`config.mk`:
```
export PLATFORM = sky130hd
export DESIGN_NAME = ins_fetch_flat
export DESIGN_NICKNAME = d
export VERILOG_FILES = /design/src/rtl/ins_fetch_if.sv /design/src/rtl/ins_fetch.sv /design/src/flat_wrapper.sv
export SDC_FILE = /design/constraint.sdc
export NUM_CORES = 1
export LEC_CHECK = 0
export BUFFER_PORTS_ARGS = -buffer_cell sky130_fd_sc_hd__buf_2
export CORE_UTILIZATION = 52
export CTS_CLUSTER_DIAMETER = 60
export DETAILED_ROUTE_END_ITERATION = 8
export GPL_ROUTABILITY_DRIVEN = 0
export MAX_ROUTING_LAYER = met4
export PLACE_DENSITY_LB_ADDON = 0.08
export SETUP_SLACK_MARGIN = 0.2
export SLEW_MARGIN = 20
export SYNTH_ARGS = -nofsm -noshare
export SYNTH_HDL_FRONTEND = slang
export SYNTH_SLANG_ARGS = --single-unit
```
`constraint.sdc`:
```
create_clock -name clk -period 2.2 [get_ports clk]
set_input_delay 0.11 -clock clk [delete_from_list [all_inputs] [get_ports clk]]
set_output_delay 0.11 -clock clk [all_outputs]
set_load 0.005 [all_outputs]
```
`src/rtl/ins_fetch_if.sv`:
```
// Instruction-memory read bus between the fetch stage (master) and the
// instruction memory (slave): address/read-strobe out, data/valid back.
interface ins_fetch_if #(
  parameter int INS_W = 8
);
  logic [7:0]       mem_addr;
  logic             mem_rd;
  logic [INS_W-1:0] mem_data;
  logic             mem_valid;

  modport master (
    output mem_addr,
    output mem_rd,
    input  mem_data,
    input  mem_valid
  );

  modport slave (
    input  mem_addr,
    input  mem_rd,
    output mem_data,
    output mem_valid
  );
endinterface

```
`src/rtl/ins_fetch.sv`:
```
// Instruction fetch stage: reads one instruction per PC step into the IR and
// halts on END_OPC. Optional WAIT timeout is enabled by `define FETCH_TIMEOUT_EN.
module ins_fetch #(
  parameter int               INS_W   = 8,
  parameter logic [INS_W-1:0] END_OPC = 8'hFF,
  parameter int               TIMEOUT = 15
) (
  input  logic             clk,
  input  logic             rst_n,
  input  logic             enable,
  input  logic [7:0]       ins_address,
  input  logic             pc_step,
  ins_fetch_if.master      mem,
  output logic [INS_W-1:0] ir,
  output logic             ir_valid,
  output logic             finish,
  output logic             busy
`ifdef FETCH_TIMEOUT_EN
  ,
  output logic             fetch_err
`endif
);

  typedef enum logic [2:0] {
    IDLE   = 3'd0,
    REQ    = 3'd1,
    WAIT   = 3'd2,
    LATCH  = 3'd3,
    DECODE = 3'd4,
    HALT   = 3'd5
  } state_t;

  state_t           state_q, state_d;
  logic             start_q;
  logic [7:0]       addr_q;
  logic [INS_W-1:0] data_q;
  logic             capture;
  logic             timeout_hit;

`ifdef FETCH_TIMEOUT_EN
  localparam int CNT_W = ($clog2(TIMEOUT + 1) > 4) ? $clog2(TIMEOUT + 1) : 4;
  logic [CNT_W-1:0] wait_cnt_q;

  // Fires on the TIMEOUT-th WAIT cycle; a simultaneous mem_valid takes priority.
  assign timeout_hit = (state_q == WAIT) && !mem.mem_valid &&
                       (wait_cnt_q == CNT_W'(TIMEOUT - 1));
`else
  assign timeout_hit = 1'b0;
`endif

  // Data is only accepted while a read is actually outstanding.
  assign capture = ((state_q == REQ) || (state_q == WAIT)) && mem.mem_valid;

  // The address is driven straight through in REQ so the memory sees it
  // together with mem_rd; afterwards the registered copy holds it stable.
  assign mem.mem_addr = (state_q == REQ) ? ins_address : addr_q;
  assign mem.mem_rd   = (state_q == REQ);
  assign busy         = (state_q == REQ) || (state_q == WAIT);
  assign ir_valid     = (state_q == LATCH);

  // NOTE: sequential state uses non-blocking assignments so every flop samples
  // the pre-edge values of the others, independent of statement order.
  always_ff @(posedge clk or negedge rst_n) begin
    if (!rst_n) state_q <= IDLE;
    else        state_q <= state_d;
  end

  // NOTE: next-state is defaulted to the current state before the case, so
  // no path through the block leaves it unassigned and no latch is inferred.
  always_comb begin
    state_d = state_q;
    unique case (state_q)
      IDLE:    if (start_q) state_d = REQ;
      REQ:     state_d = mem.mem_valid ? LATCH : WAIT;
      WAIT: begin
        if (mem.mem_valid)    state_d = LATCH;
        else if (timeout_hit) state_d = HALT;
      end
      LATCH:   state_d = DECODE;
      DECODE: begin
        if (ir == END_OPC) state_d = HALT;
        else if (pc_step)  state_d = REQ;
      end
      HALT:    state_d = HALT;
      default: state_d = IDLE;
    endcase
  end

  always_ff @(posedge clk or negedge rst_n) begin
    if (!rst_n) begin
      start_q <= 1'b0;
      addr_q  <= '0;
      data_q  <= '0;
      ir      <= '0;
      finish  <= 1'b0;
    end else begin
      start_q <= start_q | enable;
      if (state_q == REQ)   addr_q <= ins_address;
      if (capture)          data_q <= mem.mem_data;
      if (state_q == LATCH) ir     <= data_q;
      if (((state_q == DECODE) && (ir == END_OPC)) || timeout_hit)
        finish <= 1'b1;
    end
  end

`ifdef FETCH_TIMEOUT_EN
  always_ff @(posedge clk or negedge rst_n) begin
    if (!rst_n) begin
      wait_cnt_q <= '0;
      fetch_err  <= 1'b0;
    end else begin
      if (state_q == REQ)       wait_cnt_q <= '0;
      else if (state_q == WAIT) wait_cnt_q <= wait_cnt_q + 1'b1;
      if (timeout_hit)          fetch_err  <= 1'b1;
    end
  end
`endif

endmodule

```
`src/flat_wrapper.sv`:
```
// flat-port wrapper written by rule: the top's interface ports become plain ports
module ins_fetch_flat 
#(
  parameter int               INS_W   = 8,
  parameter logic [INS_W-1:0] END_OPC = 8'hFF,
  parameter int               TIMEOUT = 15
)
  (clk, rst_n, enable, ins_address, pc_step, ir, ir_valid, finish, busy, mem_mem_addr, mem_mem_rd, mem_mem_data, mem_mem_valid);
  ins_fetch_if #(.INS_W(INS_W)) mem_i ();
  input  logic clk;
  input  logic rst_n;
  input  logic enable;
  input  logic [7:0] ins_address;
  input  logic pc_step;
  output logic [INS_W-1:0] ir;
  output logic ir_valid;
  output logic finish;
  output logic busy;
  output wire logic [$bits(mem_i.mem_addr)-1:0] mem_mem_addr;
  output wire logic [$bits(mem_i.mem_rd)-1:0] mem_mem_rd;
  input wire logic [$bits(mem_i.mem_data)-1:0] mem_mem_data;
  input wire logic [$bits(mem_i.mem_valid)-1:0] mem_mem_valid;
  assign mem_mem_addr = mem_i.mem_addr;
  assign mem_mem_rd = mem_i.mem_rd;
  assign mem_i.mem_data = mem_mem_data;
  assign mem_i.mem_valid = mem_mem_valid;
  ins_fetch #(.INS_W(INS_W), .END_OPC(END_OPC), .TIMEOUT(TIMEOUT)) u_core (.clk(clk), .rst_n(rst_n), .enable(enable), .ins_address(ins_address), .pc_step(pc_step), .mem(mem_i), .ir(ir), .ir_valid(ir_valid), .finish(finish), .busy(busy));
endmodule
```
==> impl_metrics.py <==
metrics = {
    "final_layout": {
        "layout_common_cells": "buf_2 (40), dfrtp_1 (29), mux2_2 (24), nor2_1 (6), clkbuf_4 (5)",
        "diodes": 0,
        "layout-drive-gt1-share_pct": 59.1,
        "nNetsFinal": 147,
        "nFillCells": 164,
        "synthToLayoutAreaGrowth_pct": 23.8,
        "final_common_cell": "buf_2",
    },
    "power": {
        "p_int_mw": 1.46,
        "seq_power_share_pct": 44.9,
        "powerDensity_mw_per_mm2": 1480,
        "comb_power_share_pct": 41.6,
        "p_leak_nw": 0.699,
        "peakVddDrop_mv": 0.932,
        "sw_frac_of_total_pct": 32.7,
        "power.switching_mw": 0.706,
        "clkPwrFrac_pct": 13.5,
        "power.total_mw": 2.16,
    },
    "sta": {
        "slew_headroom_pct": 57.2,
        "hold_viol": 0,
        "fmax_mhz": 538,
        "period_share_pct": 84.5,
        "setup_tns_ns": 0,
        "rsz0062_at_grt": "false",
        "tightestPinTransition_ns": 0.642,
        "setup_viol": 0,
        "skew_ns": 0.00769,
        "period_needed_ns": 1.86,
        "slew_violations": 0,
    },
    "routing": {
        "route.vias.total": 793,
        "drtPass1Iterations": 4,
        "drt-initial-drc-count": 9,
        "wirelength_um": 2140,
        "antenna_left": 0,
        "drc": 0,
        "viasPerCell": 5.15,
        "post_drt_wl_per_cell_um": 13.9,
    },
    "yosys": {
        "synth_flop_cell": "dfrtp_1",
        "async_flop_share_pct": 100,
        "seq_area_frac_synth_pct": 61.4,
        "avgSynthCellArea_um2": 14.8,
        "synthCells": 80,
        "syn_area_mm2": 0.00118,
        "synth_fp_nets": 101,
        "synth_seq_cells": 29,
        "synthDistinctLibCells": 20,
        "yosys_warnings": 0,
        "synth_edf_count": 0,
    },
    "clock_tree": {
        "path_clk_slew_ns": 0.08,
        "cts_made_buffers": 5,
        "cts-root-buf": "clkbuf_4",
        "h-tree-depth": 2,
        "post-cts-setup-buffers": 0,
        "cts_tree": "built",
        "clockBufferDepth": 2,
        "cts_sinks": 29,
        "clock_latency_ns": 0.31,
    },
    "floorplanning": {
        "io_pins": 41,
        "die_w_um": 49.7,
        "core_area_mm2": 0.00204,
        "start_util_pct": 57.8,
        "die-area_mm2": 0.00247,
        "die_h_um": 49.7,
        "rows": 16,
    },
    "setup_path": {
        "crit_type": "reg2out",
        "cp.arrival_ns": 1.75,
        "start_kind": "flip-flop",
        "endpoint_kind": "primary output",
        "cp_max_fo": 10,
        "rrSetupSlack_ns": 0.59,
        "critPathRequiredTime_ns": 2.09,
    },
    "global_route": {
        "grt_pass1_wl_um": 3510,
        "antenna_found_initial": 0,
        "grt_pass1_vias": 761,
        "grt_max_degree": 30,
        "grt_usage_pct": 20.2,
        "grt.overflow.total": 0,
    },
    "outcome": {
        "status": "completed",
    },
    "placement": {
        "portBuffers": 40,
        "dpl.hpwl_um": 1550,
    },
    "hold_path": {
        "hp-class": "in2reg",
    },
    "run": {
        "maxCapViolCount": 0,
    },
}
## critical path: stages, from the launching register on
cell,delay [ns]
dfrtp_1,0.51
nor3b_1,0.24
buf_4,0.21
mux2_2,0.36
buf_2,0.13
## power groups by stage
stage,combinational [mW],clock [mW],sequential [mW]
floorplan,0.671,0,0.899
global placement,0.877,0,0.958
detailed placement,0.909,0,0.981
CTS,0.917,0.301,0.970
global route,0.980,0.328,1.00
finish,0.899,0.291,0.971
## final timing paths
path                                               start                            to  depth (start not counted)
min reg2reg                    u_core.finish$_DFFE_PN0P_     u_core.finish$_DFFE_PN0P_                          1
min in group asynchronous                          rst_n      u_core.start_q$_DFF_PN0_                          2
max reg2reg                u_core.state_q[1]$_DFFE_PN0P_  u_core.data_q[4]$_DFFE_PN0P_                          3
max                        u_core.state_q[2]$_DFFE_PN0P_               mem_mem_addr[6]                          4
max in group asynchronous                          rst_n    u_core.addr_q[6]$_DFF_PN0_                          2
min                                      mem_mem_data[0]  u_core.data_q[0]$_DFFE_PN0P_                          2
## kinds of logic after synthesis
logic type | Yosys count | share of synthesized area (%)
compound gates | 6 | 4.02
xor+xnor | 1 | 1.38
buf+inv | 6 | 3.07
flops | 29 | 61.4
mux | 24 | 22.9
simple gates | 14 | 7.20
## through the flow
| stage | hold WS (ns) | utilization (%) | worst slack, ns | cell area (um2) | std cells |
|---|---|---|---|---|---|
| global placement | 0.157 | 68.3 | 0.651 | 1390 | 144 |
| detailed placement | 0.167 | 68.3 | 0.587 | 1390 | 144 |
| floorplan | -0.186 | - | 0.733 | 1180 | 80 |
| CTS | 0.0183 | 71.6 | 0.318 | 1460 | 154 |
| finish | 0.0295 | 71.6 | 0.342 | 1460 | 154 |
| global route | 0.00715 | 71.6 | 0.252 | 1460 | 154 |
## sequential cells by signal (all words and copies together) (netlist names)
name / count
u_core.addr_q: 8
u_core.data_q: 8
u_core.finish: 1
u_core.ir: 8
u_core.start_q: 1
u_core.state_q: 3
## area by class of cell
cell class | count | area (um2) | share of cell area, %
flip-flops and latches | 29 | 726 | 49.6
inverters | 2 | 7.51 | 0.513
clock buffers | 8 | 48.8 | 3.34
multi-input cells | 45 | 419 | 28.7
well taps | 27 | 33.8 | 2.31
repair buffers | 43 | 228 | 15.6
## repair_timing
action | 4_1_cts | 5_1_grt
resized for setup | 0 | 0
hold buffers | 2 | 0
endpoints found under the hold margin | 30 | 0
## layer usage
layer	vias up	share of wire, %	global-route usage, %
li1	378	-	-
met1	386	44	24.2
met2	27	49	31.8
met3	2	5.6	6.79
met4	0	0.65	7.14
met5	-	0	-
## cells in the mapped netlist (2+ instances only)
library cell  number  area share, %
dfrtp_1           29             61
mux2_2            24             23
nor2_1             6            1.9
a31o_2             2            1.5
buf_2              2           0.85
inv_1              2           0.64
nand4_1            2            1.1
(Power assumes the default switching activity.)
